--- config.mk ---
export PLATFORM = sky130hd
export DESIGN_NAME = bus_arbiter
export DESIGN_NICKNAME = d
export VERILOG_FILES = /design/src/rtl/bus_arbiter_pkg.sv /design/src/rtl/bus_arbiter_rr_sel.sv /design/src/rtl/bus_arbiter.sv
export SDC_FILE = /design/constraint.sdc
export NUM_CORES = 1
export LEC_CHECK = 0
export CAP_MARGIN = 20
export CORE_MARGIN = 2
export CORE_UTILIZATION = 25
export CTS_CLUSTER_DIAMETER = 50
export DETAILED_ROUTE_END_ITERATION = 6
export DONT_BUFFER_PORTS = 1
export RECOVER_POWER = 50
export SLEW_MARGIN = 5
export SYNTH_ARGS = -nofsm -noshare
export SYNTH_HDL_FRONTEND = slang
export SYNTH_SLANG_ARGS = --single-unit
--- constraint.sdc ---
create_clock -name clk50MHz -period 2.4 [get_ports clk50MHz]
set_input_delay 0.48 -clock clk50MHz [delete_from_list [all_inputs] [get_ports clk50MHz]]
set_output_delay 0.48 -clock clk50MHz [all_outputs]
set_load 0.02 [all_outputs]
--- src/rtl/bus_arbiter_pkg.sv ---
// Shared definitions for the system-bus arbiter: FSM encodings and bus width defaults
// that the UART bridge also relies on.
package bus_arbiter_pkg;

  typedef enum logic [1:0] {
    ARB_IDLE    = 2'd0,
    ARB_GRANT   = 2'd1,
    ARB_RELEASE = 2'd2
  } arb_state_t;

  localparam int BUS_WIDTH_DEF  = 32;
  localparam int CTRL_WIDTH_DEF = 8;

  // Hold counter must be able to represent MAX_HOLD-1 and still saturate above it.
  function automatic int hold_cnt_width(input int max_hold);
    return (max_hold > 0) ? $clog2(max_hold + 1) : 1;
  endfunction

endpackage

--- src/rtl/bus_arbiter_rr_sel.sv ---
// Rotating priority search: first set request bit at or after rr_ptr, wrapping at NUM_MASTERS.
module rr_priority_sel
  import bus_arbiter_pkg::*;
#(
  parameter int NUM_MASTERS = 4,
  parameter int ID_WIDTH    = 2
) (
  input  logic [NUM_MASTERS-1:0] req,
  input  logic [ID_WIDTH-1:0]    rr_ptr,
  output logic [ID_WIDTH-1:0]    sel,
  output logic                   any_req
);

  logic [ID_WIDTH-1:0] cand_idx [NUM_MASTERS];
  logic                found;

  // Candidate k is rr_ptr+k folded back into 0..NUM_MASTERS-1, so a non-power-of-two
  // master count never produces an index past the last master.
  generate
    for (genvar gi = 0; gi < NUM_MASTERS; gi++) begin : g_cand
      logic [ID_WIDTH:0] raw_sum;
      assign raw_sum = {1'b0, rr_ptr} + (ID_WIDTH+1)'(gi);
      assign cand_idx[gi] = (raw_sum >= (ID_WIDTH+1)'(NUM_MASTERS))
                          ? ID_WIDTH'(raw_sum - (ID_WIDTH+1)'(NUM_MASTERS))
                          : raw_sum[ID_WIDTH-1:0];
    end
  endgenerate

  always_comb begin
    sel   = '0;
    found = 1'b0;
    for (int k = 0; k < NUM_MASTERS; k++) begin
      if (!found && req[cand_idx[k]]) begin
        sel   = cand_idx[k];
        found = 1'b1;
      end
    end
    any_req = |req;
  end

endmodule

--- src/rtl/bus_arbiter.sv ---
// Round-robin arbiter for the shared system bus: one grant at a time, master-released,
// with a one-cycle turnaround and a sticky hold watchdog.
module bus_arbiter
  import bus_arbiter_pkg::*;
#(
  parameter int NUM_MASTERS = 4,
  parameter int ID_WIDTH    = 2,
  parameter int BUS_WIDTH   = BUS_WIDTH_DEF,
  parameter int CTRL_WIDTH  = CTRL_WIDTH_DEF,
  parameter int MAX_HOLD    = 1024
) (
  input  logic                              clk50MHz,
  input  logic                              rst,
  input  logic [NUM_MASTERS-1:0]            bus_req,
  output logic [NUM_MASTERS-1:0]            bus_ack,
  input  logic [NUM_MASTERS*BUS_WIDTH-1:0]  m_bus_in,
  input  logic [NUM_MASTERS*CTRL_WIDTH-1:0] m_ctrl_in,
  output logic [BUS_WIDTH-1:0]              bus_out,
  output logic [CTRL_WIDTH-1:0]             ctrl_out,
  output logic                              grant_valid,
  output logic [ID_WIDTH-1:0]               grant_id,
  output logic                              hold_timeout
);

  localparam int                     HOLD_W    = hold_cnt_width(MAX_HOLD);
  localparam logic [HOLD_W-1:0]      HOLD_LAST = HOLD_W'((MAX_HOLD > 0) ? MAX_HOLD - 1 : 0);
  localparam logic [NUM_MASTERS-1:0] ACK_ONE   = NUM_MASTERS'(1);
  localparam logic [ID_WIDTH-1:0]    LAST_ID   = ID_WIDTH'(NUM_MASTERS - 1);

  arb_state_t          state_reg;
  logic [ID_WIDTH-1:0] rr_ptr_reg;
  logic [HOLD_W-1:0]   hold_cnt_reg;
  logic [ID_WIDTH-1:0] sel;
  logic                any_req;

  rr_priority_sel #(
    .NUM_MASTERS (NUM_MASTERS),
    .ID_WIDTH    (ID_WIDTH)
  ) u_rr_sel (
    .req     (bus_req),
    .rr_ptr  (rr_ptr_reg),
    .sel     (sel),
    .any_req (any_req)
  );

  always_ff @(posedge clk50MHz) begin
    if (rst) begin
      state_reg    <= ARB_IDLE;
      bus_ack      <= '0;
      grant_valid  <= 1'b0;
      grant_id     <= '0;
      rr_ptr_reg   <= '0;
      hold_cnt_reg <= '0;
      hold_timeout <= 1'b0;
    end else begin
      case (state_reg)
        ARB_IDLE: begin
          if (any_req) begin
            bus_ack      <= ACK_ONE << sel;
            grant_id     <= sel;
            grant_valid  <= 1'b1;
            hold_cnt_reg <= '0;
            state_reg    <= ARB_GRANT;
          end
        end
        ARB_GRANT: begin
          if (bus_req[grant_id]) begin
            if (hold_cnt_reg != '1)
              hold_cnt_reg <= hold_cnt_reg + 1'b1;
          end else begin
            bus_ack     <= '0;
            grant_valid <= 1'b0;
            grant_id    <= '0;
            // The master just served drops to lowest priority next round.
            rr_ptr_reg  <= (grant_id == LAST_ID) ? '0 : grant_id + 1'b1;
            state_reg   <= ARB_RELEASE;
          end
        end
        ARB_RELEASE: begin
          state_reg <= ARB_IDLE;
        end
        default: begin
          state_reg <= ARB_IDLE;
        end
      endcase

      // Flag only; the grant is never taken away from the master.
      if (MAX_HOLD > 0 && state_reg == ARB_GRANT && hold_cnt_reg == HOLD_LAST)
        hold_timeout <= 1'b1;
    end
  end

  logic [BUS_WIDTH-1:0]  bus_slice  [NUM_MASTERS];
  logic [CTRL_WIDTH-1:0] ctrl_slice [NUM_MASTERS];

  generate
    for (genvar gi = 0; gi < NUM_MASTERS; gi++) begin : g_slice
      assign bus_slice[gi]  = m_bus_in[gi*BUS_WIDTH +: BUS_WIDTH];
      assign ctrl_slice[gi] = m_ctrl_in[gi*CTRL_WIDTH +: CTRL_WIDTH];
    end
  endgenerate

  always_comb begin
    bus_out  = '0;
    ctrl_out = '0;
    if (grant_valid) begin
      bus_out  = bus_slice[grant_id];
      ctrl_out = ctrl_slice[grant_id];
    end
  end

endmodule

Word-level counts from Yosys, hierarchy flattened
Index checks and enable logic that the tools add are counted.

storage, ports and cells
  output and inout port bits = 48
  ROM bits = 0
  input port bits = 166
  RAM bits = 0
  memories kept = 0
  bits in registers = 23
  bits in latches = 0
  word-level logic and storage cells = 97

cells by class
  $add $sub $neg = 9
  magnitude comparators = 10
  shifts and indexed selects = 1
  $mul = 0
  div/mod/pow operators = 0
  bitwise logic cells = 2
  reduce and logical (&&, ||, !) cells = 14
  equal/unequal tests = 8
  muxes and demuxes = 46

operators by type and width
  kind                                                      number
  two-way mux 32 bit                                        3
  binary-select mux 32 bit (select 2 bit)                   1
  two-way mux 11 bit                                        3
  two-way mux 2 bit                                         13
  two-way mux 8 bit                                         3
  case mux 11 bit (2 select lines)                          1
  binary-select mux 8 bit (select 2 bit)                    1
  < comparator 2 x 3 -> 1 bit, second input constant        5
  greater-or-equal comparator 3 bit, second input constant  4
  adder 11 x 1 -> 11 bit, second input constant             1
  equality test 11 x 10 -> 1 bit, second input constant     1
  inequality test 11 bit, second input constant             1
  binary-select mux 1 bit (select 2 bit)                    5
  two-way mux 1 bit                                         10
  two-way mux 4 bit                                         2
  inequality test 2 bit, second input constant              4
  case mux 2 bit (2 select lines)                           2
  case mux 4 bit (2 select lines)                           1
  subtractor 2 x 1 -> 2 bit, second input constant          4
  adder 2 x 2 -> 3 bit, second input constant               2
  logical AND 1 bit                                         4
  AND reduction 2 bit                                       2
  AND reduction 4 bit                                       1
  OR reduction 4 bit                                        1
  13 further kinds                                          15

Longest topological paths before layout
  depth after elaboration = 17
  mapped depth = 7
  mapped depth without buffers = 6

Hierarchy
A second synthesis with hierarchy kept.

unflattened totals
  cell total of the unflattened synthesis = 235
  area total of the unflattened synthesis = 2391.0 um^2

modules (own cells, without submodules)
  module           area each (um^2)  times used  seq. area each (um^2)  cells each
  bus_arbiter      2313.5            1           460.4                  220
  rr_priority_sel  77.6              1           0.0                    15

Worst setup path before layout
No wires, ideal clock.

  path kind = reg2out
  start = reg grant_id[0]
  end = out bus_out[23]
  setup slack = 0.041 ns
  data arrival time = 1.879 ns
  cell stages (with the launch flop) = 5
  data required time = 1.920 ns
  buffers on the path = 2
  path through = dfxtp_1 buf_6 clkbuf_1 mux4_2 and2_1

on the way
  cells in the longest elaborated chain, start to end = 5

RTL lines
  what                                                   RTL line            RTL
  from (decl)                                            bus_arbiter.sv:21   output logic [ID_WIDTH-1:0] grant_id,
  from (signal assigned)                                 bus_arbiter.sv:60   grant_id <= sel;
  inverter 2 -> 3 bit (implied by the code)              bus_arbiter.sv:107  bus_out = bus_slice[grant_id];
  binary-select mux 32 bit (select 2 bit)                bus_arbiter.sv:107
  two-way mux 32 bit (implied by the code) (2 in a row)  bus_arbiter.sv:107
  two-way mux 32 bit                                     bus_arbiter.sv:106  if (grant_valid) begin
  to (decl)                                              bus_arbiter.sv:18   output logic [BUS_WIDTH-1:0] bus_out,

Every way passes these cells. The select of a mux whose other input is x is not followed.

Worst setup path after layout
  start = reg grant_id[0]
  end = out bus_out[4]

Same word-level chain as after synthesis.

==> results.sh <==
export IMPL_yosysWarnings=0
export IMPL_area_delta_synth_final_pct=6.82
export IMPL_syn_nets=385
export IMPL_cp_arrival_ns=1.75
export IMPL_multi_input_area_mm2=0.00173
export IMPL_period_needed_ns=2.23
export IMPL_routabilityCongestion=0.864
export IMPL_critical_path_required_ns=1.92
export IMPL_synth_seq_cells=23
export IMPL_viasPerCell=5.96
export IMPL_vias=1888
export IMPL_core_area_mm2=0.00881
export IMPL_ys_seq_area_frac=0.201
export IMPL_grt_pass1_vias=1840
export IMPL_antenna_found_initial=1
export IMPL_critPathKind="reg -> out"
export IMPL_syn_area_per_cell_um2=10.6
export IMPL_htreeDepth=1
export IMPL_synth_cell_types=36
export IMPL_post_cts_buffers=0
export IMPL_ctsHoldBuffers=0
export IMPL_fmax_mhz=449
export IMPL_fillerInstances=915
export IMPL_p_switching_mw=0.428
export IMPL_rsz0062_at_grt="false"
export IMPL_grt_remaining_overflow=0
export IMPL_fp_dieW_um=99.8
export IMPL_clkSinkCount=23
export IMPL_swShare=0.370
export IMPL_wl_per_cell_um=24.5
export IMPL_num_rows=34
export IMPL_synth_cells=217
export IMPL_holdWs_ns=0.267
export IMPL_drt_iter0_drc=87
export IMPL_track_usage=0.139
export IMPL_ff2ff_path_depth=5
export IMPL_fin_crit_sh=0.929
export IMPL_grt_pass1_wl_mm=10.7
export IMPL_crit_path_end_kind="output port"
export IMPL_hp_class="in -> reg"
export IMPL_vdd_drop_max_uv=274
export IMPL_ys_dominant_reg_cell="dfxtp_1"
export IMPL_drive_above_1_share=0.250
export IMPL_p_comb_frac=0.417
export IMPL_root_buffer="clkbuf_8"
export IMPL_dr_pass1_iters=4
export IMPL_hpwl_mm=6.71
export IMPL_routed_wl_mm=7.77
export IMPL_setup_viol=0
export IMPL_drv_slew=0
export IMPL_clock_skew_ns=0.00628
export IMPL_hold_depth=1
export IMPL_final_setup_tns_ns=0
export IMPL_clkLatencyLatePin_ns=0.27
export IMPL_maxCapViolCount=0
export IMPL_ios=214
export IMPL_fin_cells=317
export IMPL_worst_slew_pin_slew_ns=0.529
export IMPL_register_area_um2=465
export IMPL_async_flop_share=0
export IMPL_status="complete, no violations"
export IMPL_largest_reg_flops=11
export IMPL_grt_max_degree=44
export IMPL_finalNetCount=377
export IMPL_seqPwrFrac=0.370
export IMPL_clk_pin_slew_ns=0.09
export IMPL_hold_viol=0
export IMPL_ant_nets=0
export IMPL_drcViolationCount=0
export IMPL_die_area_mm2=0.00996
export IMPL_slew_headroom=0.647
export IMPL_start_kind="flip-flop"
export IMPL_tritoncts="built"
export IMPL_synth_area_mm2=0.00229
export IMPL_placed_cells=312
export IMPL_synth_edf_count=0
export IMPL_die_height_um=99.8
export IMPL_cts_buffer_depth=2
export IMPL_post_cts_resized=0
export IMPL_clockPowerShare=0.213
export IMPL_worstPathMaxFanout=20
export IMPL_initial_utilization=0.261
export IMPL_portBuffers=0
export IMPL_power_leakage_nw=0.761
export IMPL_power_density_mw_per_mm2=473
export IMPL_numCtsBuffers=3
export IMPL_p_int_mw=0.731
[stage by stage]
step / util / instance area, µm² / worst slack, ns / power (mW)
after global routing: 0.278 / 2450 / 0.0849 / 1.22
final: 0.278 / 2450 / 0.170 / 1.16
after global placement: 0.277 / 2440 / 0.374 / 0.937
after CTS: 0.282 / 2480 / 0.185 / 1.19
after detailed placement: 0.277 / 2440 / 0.335 / 0.946
after floorplan: - / 2290 / 0.0410 / 0.869
[layout make-up]
class                   instances  share of cell area
well taps                     108              0.0551
flip-flops and latches         23               0.190
clock buffers                   3              0.0168
diodes                          1             0.00102
repair buffers                  5              0.0245
clock inverters                 1             0.00255
multi-input cells             173               0.705
inverters                       3             0.00459
[power groups by stage]
stage / logic, mW / clock network (mW) / registers [mW]
final: 0.484 / 0.246 / 0.429
after global routing: 0.521 / 0.268 / 0.432
after CTS: 0.506 / 0.255 / 0.431
after detailed placement: 0.506 / 0 / 0.440
after global placement: 0.498 / 0 / 0.439
after floorplan: 0.438 / 0 / 0.431
[synthesized netlist by cell type, drive strengths merged, types with 2 or more instances]
master | n | area, µm²
a22o | 3 | 26.3
o2bb2ai | 2 | 17.5
nand2b | 3 | 18.8
or3 | 3 | 23.8
nor4 | 3 | 18.8
o31ai | 3 | 22.5
and2 | 42 | 263
mux2i | 2 | 20.0
nand3 | 4 | 20.0
a21oi | 12 | 60.1
nand4 | 2 | 12.5
mux4 | 41 | 923
or4 | 5 | 37.5
buf | 5 | 37.5
xnor2 | 2 | 17.5
clkbuf | 13 | 48.8
nor3 | 5 | 25.0
o211ai | 2 | 15.0
a21o | 4 | 30.0
nand2 | 10 | 37.5
o21ai | 2 | 10.0
dfxtp | 23 | 460
inv | 3 | 11.3
nor2 | 13 | 51.3
ha | 2 | 25.0
[worst paths after layout]
check | from | to | slack (ns)
worst max-delay path | grant_id[0]$_SDFFE_PP0P_ | bus_out[4] | 0.17
worst min-delay path | rst | hold_cnt_reg[1]$_SDFFE_PP0P_ | 0.27
worst max register to register | grant_id[0]$_SDFFE_PP0P_ | hold_cnt_reg[7]$_SDFFE_PP0P_ | 0.33
worst min register to register | hold_cnt_reg[9]$_SDFFE_PP0P_ | hold_cnt_reg[9]$_SDFFE_PP0P_ | 0.51
[layer usage]
metal	up-vias	part of all wire	GRT usage
li1	831	-	-
met1	944	0.37	0.168
met2	102	0.52	0.246
met3	11	0.086	0.0376
met4	0	0.017	0.0306
met5	-	0	0
[cells in the final DEF (no fill, tap or decap), types with 4 or more instances in the layout]
cell type	netlist	routed
a21o_1	4	4
a21oi_1	12	12
and2_1	42	39
dfxtp_1	23	21
mux4_2	41	41
nand2_1	10	10
nand3_1	4	4
nor2_1	12	13
nor3_1	5	5
or4_1	5	5
[cells by family (layout without fill, tap and decap cells)]
| group | Yosys count | in the layout | synth area share |
|---|---|---|---|
| other | 0 | 1 | 0 |
| AND/OR/NAND/NOR | 93 | 93 | 0.231 |
| multiplexers | 43 | 43 | 0.411 |
| XOR/XNOR | 2 | 2 | 0.00763 |
| buffers and inverters | 21 | 12 | 0.0425 |
| flip-flops | 23 | 23 | 0.201 |
| AO/OA/AOI/OAI | 33 | 33 | 0.0960 |
| adder cells (fa/ha/maj) | 2 | 2 | 0.0109 |
[worst max-delay path, cell delays in order (launching register included)]
cell and delay, ns:
dfxtp_4 0.40, buf_6 0.27, mux4_2 0.56, and2_1 0.25
No activity file was read; power rests on OpenSTA's default activity.
